[src/rtl/muldiv_pkg.sv]
// muldiv_pkg: shared constants and encodings
// for the iterative multiply/divide unit.
package muldiv_pkg;

  localparam int XLEN  = 32;
  localparam int CNT_W = 5;
  localparam int ACC_W = 2 * XLEN;

  typedef enum logic [2:0] {
    OP_MULT  = 3'd0,
    OP_MULTU = 3'd1,
    OP_DIV   = 3'd2,
    OP_DIVU  = 3'd3,
    OP_MTHI  = 3'd4,
    OP_MTLO  = 3'd5
  } op_t;

  typedef enum logic [1:0] {
    S_IDLE,
    S_CALC,
    S_FIX
  } state_t;

endpackage

[src/rtl/muldiv_if.sv]
// muldiv_if: request/result bundle between the
// EX stage (master) and the mult/div unit (slave).
interface muldiv_if #(
  parameter int WIDTH = 32
);

  logic             start;
  logic [2:0]       op;
  logic [WIDTH-1:0] in_1;
  logic [WIDTH-1:0] in_2;
  logic             flush;
  logic             busy;
  logic             done;
  logic [WIDTH-1:0] hi;
  logic [WIDTH-1:0] lo;

  modport master (
    output start, op, in_1, in_2, flush,
    input  busy, done, hi, lo
  );

  modport slave (
    input  start, op, in_1, in_2, flush,
    output busy, done, hi, lo
  );

endinterface

[src/rtl/muldiv_step.sv]
// muldiv_step: one shift-add / restoring-divide
// iteration sharing a single 33-bit adder.
module muldiv_step
  import muldiv_pkg::*;
#(
  parameter int WIDTH = XLEN
) (
  input  logic [ACC_W-1:0] acc,
  input  logic [WIDTH-1:0] opnd,
  input  logic             is_div,
  output logic [ACC_W-1:0] acc_nxt
);

  logic [WIDTH:0] a;
  logic [WIDTH:0] b;
  logic [WIDTH:0] s;

  always_comb begin
    // divide looks at the remainder already shifted left by one
    a = is_div ? acc[ACC_W-2:WIDTH-1]
               : {1'b0, acc[ACC_W-1:WIDTH]};
    b = {1'b0, opnd};
    s = is_div ? a - b : a + b;
    acc_nxt = {acc[ACC_W-2:0], 1'b0};
    if (is_div) begin
      if (!s[WIDTH])
        acc_nxt = {s[WIDTH-1:0], acc[WIDTH-2:0], 1'b1};
    end else if (acc[0]) begin
      acc_nxt = {s, acc[WIDTH-1:1]};
    end else begin
      acc_nxt = {a, acc[WIDTH-1:1]};
    end
  end

endmodule

[src/rtl/muldiv_unit.sv]
// muldiv_unit: multi-cycle MULT/DIV with HI/LO,
// sign-magnitude core plus final sign fix-up.
module muldiv_unit
  import muldiv_pkg::*;
#(
  parameter int WIDTH = XLEN
) (
  input  logic     clk,
  input  logic     rst_n,
  muldiv_if.slave  bus
);

  state_t           state;
  logic [CNT_W-1:0] cnt;
  logic [ACC_W-1:0] acc;
  logic [ACC_W-1:0] acc_nxt;
  logic [WIDTH-1:0] opnd;
  logic             div_q;
  logic             sgn_q;
  logic             sgn_r;
  logic             dz;
  logic [WIDTH-1:0] hi_q;
  logic [WIDTH-1:0] lo_q;
  logic             done_q;

  logic             is_mul;
  logic             is_div;
  logic             is_sgn;
  logic [WIDTH-1:0] a_mag;
  logic [WIDTH-1:0] b_mag;

  always_comb begin
    is_mul = (bus.op == OP_MULT) || (bus.op == OP_MULTU);
    is_div = (bus.op == OP_DIV) || (bus.op == OP_DIVU);
    is_sgn = (bus.op == OP_MULT) || (bus.op == OP_DIV);
    a_mag  = (is_sgn && bus.in_1[WIDTH-1]) ? -bus.in_1 : bus.in_1;
    b_mag  = (is_sgn && bus.in_2[WIDTH-1]) ? -bus.in_2 : bus.in_2;
  end

  muldiv_step #(.WIDTH(WIDTH)) u_step (
    .acc     (acc),
    .opnd    (opnd),
    .is_div  (div_q),
    .acc_nxt (acc_nxt)
  );

  always_ff @(posedge clk or negedge rst_n) begin
    if (!rst_n) begin
      state  <= S_IDLE;
      cnt    <= '0;
      acc    <= '0;
      opnd   <= '0;
      div_q  <= 1'b0;
      sgn_q  <= 1'b0;
      sgn_r  <= 1'b0;
      dz     <= 1'b0;
      hi_q   <= '0;
      lo_q   <= '0;
      done_q <= 1'b0;
    end else begin
      done_q <= 1'b0;
      unique case (state)
        S_IDLE: begin
          if (bus.start && !bus.flush) begin
            unique case (1'b1)
              is_mul, is_div: begin
                acc   <= {{WIDTH{1'b0}}, (is_div ? a_mag : b_mag)};
                opnd  <= is_div ? b_mag : a_mag;
                div_q <= is_div;
                sgn_q <= is_sgn & (bus.in_1[WIDTH-1] ^ bus.in_2[WIDTH-1]);
                sgn_r <= is_sgn & bus.in_1[WIDTH-1];
                dz    <= is_div && (bus.in_2 == '0);
                cnt   <= '0;
                state <= S_CALC;
              end
              (bus.op == OP_MTHI): hi_q <= bus.in_1;
              (bus.op == OP_MTLO): lo_q <= bus.in_1;
              default: ;
            endcase
          end
        end
        S_CALC: begin
          if (bus.flush) begin
            state <= S_IDLE;
          end else begin
            acc <= acc_nxt;
            cnt <= cnt + 1'b1;
            if (cnt == CNT_W'(WIDTH - 1))
              state <= S_FIX;
          end
        end
        S_FIX: begin
          state <= S_IDLE;
          if (!bus.flush) begin
            done_q <= 1'b1;
            if (div_q) begin
              // remainder magnitude equals |in_1| on divide-by-zero
              hi_q <= sgn_r ? -acc[ACC_W-1:WIDTH] : acc[ACC_W-1:WIDTH];
              lo_q <= dz ? '1 : (sgn_q ? -acc[WIDTH-1:0] : acc[WIDTH-1:0]);
            end else begin
              {hi_q, lo_q} <= sgn_q ? -acc : acc;
            end
          end
        end
        default: state <= S_IDLE;
      endcase
    end
  end

  assign bus.busy = (state != S_IDLE);
  assign bus.done = done_q;
  assign bus.hi   = hi_q;
  assign bus.lo   = lo_q;

endmodule

[src/flat_wrapper.sv]
// flat-port wrapper written by rule: the top's interface ports become plain ports
module muldiv_unit_flat import muldiv_pkg::*;
#(
  parameter int WIDTH = XLEN
)
  (clk, rst_n, bus_start, bus_op, bus_in_1, bus_in_2, bus_flush, bus_busy, bus_done, bus_hi, bus_lo);
  muldiv_if #(.WIDTH(WIDTH)) bus_i ();
  input  logic clk;
  input  logic rst_n;
  input wire logic [$bits(bus_i.start)-1:0] bus_start;
  input wire logic [$bits(bus_i.op)-1:0] bus_op;
  input wire logic [$bits(bus_i.in_1)-1:0] bus_in_1;
  input wire logic [$bits(bus_i.in_2)-1:0] bus_in_2;
  input wire logic [$bits(bus_i.flush)-1:0] bus_flush;
  output wire logic [$bits(bus_i.busy)-1:0] bus_busy;
  output wire logic [$bits(bus_i.done)-1:0] bus_done;
  output wire logic [$bits(bus_i.hi)-1:0] bus_hi;
  output wire logic [$bits(bus_i.lo)-1:0] bus_lo;
  assign bus_i.start = bus_start;
  assign bus_i.op = bus_op;
  assign bus_i.in_1 = bus_in_1;
  assign bus_i.in_2 = bus_in_2;
  assign bus_i.flush = bus_flush;
  assign bus_busy = bus_i.busy;
  assign bus_done = bus_i.done;
  assign bus_hi = bus_i.hi;
  assign bus_lo = bus_i.lo;
  muldiv_unit #(.WIDTH(WIDTH)) u_core (.clk(clk), .rst_n(rst_n), .bus(bus_i));
endmodule
[config.mk]
export PLATFORM = sky130hd
export DESIGN_NAME = muldiv_unit_flat
export DESIGN_NICKNAME = d
export VERILOG_FILES = /design/src/rtl/muldiv_pkg.sv /design/src/rtl/muldiv_if.sv /design/src/rtl/muldiv_step.sv /design/src/rtl/muldiv_unit.sv /design/src/flat_wrapper.sv
export SDC_FILE = /design/constraint.sdc
export NUM_CORES = 1
export LEC_CHECK = 0
export CORE_AREA = 4 4 214 216
export CTS_BUF_LIST = sky130_fd_sc_hd__clkbuf_2
export CTS_CLUSTER_SIZE = 20
export DETAILED_ROUTE_END_ITERATION = 16
export DIE_AREA = 0 0 218 220
export PLACE_DENSITY = 0.58
export SYNTH_ARGS = -nofsm -noshare
export SYNTH_HDL_FRONTEND = slang
export SYNTH_HIERARCHICAL = 1
export SYNTH_SLANG_ARGS = --single-unit
[constraint.sdc]
create_clock -name clk -period 7.6 [get_ports clk]
set_input_delay 2.28 -clock clk [delete_from_list [all_inputs] [get_ports clk]]
set_output_delay 2.28 -clock clk [all_outputs]
set_load 0.02 [all_outputs]
==> results.yml <==
setup_path:
  worst-setup-path-type: "reg -> reg"
  r2r_cells: 18
  crit_required_ns: 8.43
  reg2reg_from: "u_core/opnd[0]"
  startpoint: "u_core/opnd[0]"
  cp_max_fo: 29
  regToRegSetupSlack_ns: 1.98
  critPathCaptureType: "flip-flop"
  arrival_ns: 6.45
  cp-start-kind: "flip-flop"
  reg2reg_to: "u_core/acc[37]"
  cp-endpoint: "u_core/acc[37]"
logic_synthesis:
  synth_cells: 1907
  synth_nets: 2018
  avgSynthCellArea_um2: 7.94
  synth_edf_count: 0
  ys_top_cells_by_area: "dfrtp_1, xnor2_1, a21oi_1"
  seq_area_frac_synth_pct: 28.4
  synth_area_um2: 15100
  synth_warnings: 6
  yosysTopAreaCellShare_pct: 28.4
  synth_top_area_cell: "dfrtp_1"
  synth_flop_cell: "dfrtp_1"
  synthArstFlopShare_pct: 100
  synth_cell_type_count: 95
  ys_ff_latch: 172
timing:
  worst_pin_slew_ns: 1.18
  rsz0062_at_grt: "false"
  tns_ns: 0
  finalSetupViolations: 0
  final.period_utilization_pct: 73.9
  slew_violations: 0
  hold_viol: 0
  fin_crit_ns: 5.62
  clock_skew_ns: 0.0547
  max_clock_freq_mhz: 178
  relSlewSlack_pct: 21.3
floorplanning:
  fp.dieW_um: 218
  rows: 77
  num_io_pins: 137
  die_area_um2: 48000
  die_h_um: 220
  design.core.area_um2: 43900
  initial_utilization_pct: 34.5
power:
  power.total_mw: 5.22
  peakVddDrop_uv: 104
  leakage_nw: 6.88
  power.density_nw_per_um2: 305
global_routing:
  grt_pass1_vias: 14624
  antenna_found_initial: 1
  grt_max_degree: 123
  grt_overflow: 0
  grt_use_total_pct: 24.9
  grt_pass1_wl_mm: 92.5
layout:
  areaGrowthSynthToFinish_pct: 13.1
  nFillCells: 4623
  drive_gt1_share_pct: 7.91
  final_net_count: 2070
outcome:
  outcome: "finished, final reports clean"
flow_run:
  cap_violations: 0
clocking:
  cts.sinks: 172
  clock_latency_ns: 0.92
  clk_pin_slew_ns: 0.27
  cts_tree: "yes"
  cts_resized: 0
  h-tree-depth: 4
  hold_buffers: 0
  cts_buffers: 17
  ctsRootBufferMaster: "clkbuf_2"
  post_cts_buffers: 0
  cts_buffer_depth: 2
placement:
  hpwl_mm: 46.6
  gp_congestion: 0.925
  port_buffers: 136
detailed_routing:
  vias_per_cell: 6.08
  vias: 15581
  dr.pass1.iters: 6
  wire_per_inst_um: 23.9
  drc_errors: 0
  finalWirelength_mm: 61.3
  dr.first_iter.drc_count: 1827
  ant_nets: 0
worst_hold_path:
  hp-class: "reg -> reg"
[worst max-delay path, stage by stage (launching register included)]
cell and delay, ns:
dfrtp_1 0.49, inv_1 0.08, ha_1 0.18, nor4b_1 0.48
nand2_1 0.20, nor3_1 0.65, and2_1 0.31, a21oi_1 0.10
xnor2_1 0.16, ha_1 0.39, nand2_1 0.11, o21ai_1 0.13
nor4_4 0.43, a211oi_4 0.13, o21ai_4 0.76, buf_4 0.41
mux2i_1 0.23, a21oi_1 0.09, a22o_1 0.22
[power breakdown]
part,internal (mW),total (mW),switching (mW)
Sequential,1.14,1.64,0.504
Clock,0.0890,0.472,0.383
Combinational,1.29,3.11,1.82
[layout make-up]
| type | count | area (um^2) | area share (%) |
|---|---|---|---|
| Antenna cell | 1 | 2.50 | 0.0146 |
| Clock buffer | 19 | 95.1 | 0.555 |
| Clock inverter | 12 | 90.1 | 0.526 |
| Inverter | 42 | 158 | 0.920 |
| Multi-Input combinational cell | 1571 | 10200 | 59.7 |
| Sequential cell | 172 | 4310 | 25.1 |
| Tap cell | 592 | 741 | 4.32 |
| Timing Repair Buffer | 155 | 1520 | 8.86 |
[cell usage in the layout, fill, tap and decap left out, types with 18 or more instances in the layout]
cell,instances
nor2_1,142
a22o_1,27
or3_1,33
ha_1,39
and3_1,19
clkdlybuf4s50_1,135
a211oi_1,33
nand2_1,190
o21a_1,18
a21o_1,19
mux2i_1,29
inv_1,39
nand3_1,56
buf_4,18
o22ai_1,43
xnor2_1,103
a21oi_1,162
mux2_2,55
nor2b_1,21
o31ai_1,25
clkbuf_2,19
o21ai_0,142
dfrtp_1,170
a31oi_1,21
xor2_1,70
nor4_1,30
nor3_1,58
[cells in the mapped netlist (all sizes together), types with 4 or more instances]
cell type and number:
a211o 4, a211oi 36, a21boi 5, a21o 19, a21oi 164, a221o 5
a221oi 5, a22o 27, a22oi 6, a311oi 8, a31oi 21, and2 11
and3 19, buf 16, clkbuf 106, dfrtp 172, ha 39, inv 41
mux2 55, mux2i 29, nand2 192, nand2b 16, nand3 57, nand4 18
nor2 146, nor2b 23, nor3 60, nor4 34, o211ai 18, o21a 18
o21ai 154, o21bai 5, o221ai 17, o22ai 43, o31a 5, o31ai 26
o41ai 13, or2 9, or3 35, or3b 4, or4 17, xnor2 103
xor2 70
[sequential cells by signal (all words and copies together), names as in the netlist]
| signal | cells |
|---|---|
| u_core/sgn_q | 1 |
| u_core/sgn_r | 1 |
| u_core/bus.done | 1 |
| u_core/state | 2 |
| u_core/bus.hi | 32 |
| u_core/cnt | 5 |
| u_core/dz | 1 |
| u_core/bus.lo | 32 |
| u_core/div_q | 1 |
| u_core/opnd | 32 |
| u_core/acc | 64 |
[per-layer routing]
layer	up-vias	wire, um	track usage [%]
met4	0	1240	5.50
li1	7158	-	-
met5	-	0	0
met3	66	4820	4.29
met1	7685	27900	36.6
met2	672	27400	38.5
[cells by family (layout without fill, tap and decap cells)]
family                     Yosys count  in the layout  share of synthesized area [%]
and+or+nand+nor                    655            655                           21.4
buffers and inverters              164            228                           4.30
xor gates and xnor gates           173            173                           10.0
other                                0              1                              0
adders and majority gates           40             40                           3.35
DFF                                172            172                           28.4
AOI/OAI and AO/OA                  619            619                           26.5
muxes                               84             84                           6.00
[worst min-delay path by stage]
stage                     cells past startpoint           endpoint         startpoint
after floorplan                               2      u_core/cnt[4]      u_core/cnt[4]
after global routing                          2  u_core/bus.lo[14]  u_core/bus.lo[14]
final                                         2      u_core/cnt[4]      u_core/cnt[4]
after CTS                                     2      u_core/cnt[4]      u_core/cnt[4]
after detailed placement                      2      u_core/cnt[4]      u_core/cnt[4]
after global placement                        2      u_core/cnt[4]      u_core/cnt[4]
[metrics by stage]
| stage | std cells | setup slack [ns] | utilization [%] | hold WS, ns | area (um^2) |
|---|---|---|---|---|---|
| 2_1_floorplan | 1907 | 3.22 | - | 0.445 | 15100 |
| 3_3_place_gp | 2532 | 2.13 | 38.6 | 0.460 | 17000 |
| 3_5_place_dp | 2532 | 2.05 | 38.6 | 0.467 | 17000 |
| 4_1_cts | 2563 | 2.10 | 39.0 | 0.519 | 17100 |
| 5_1_grt | 2564 | 1.51 | 39.0 | 0.547 | 17100 |
| 6_report | 2564 | 1.98 | 39.0 | 0.514 | 17100 |
(Power assumes the default switching activity.)
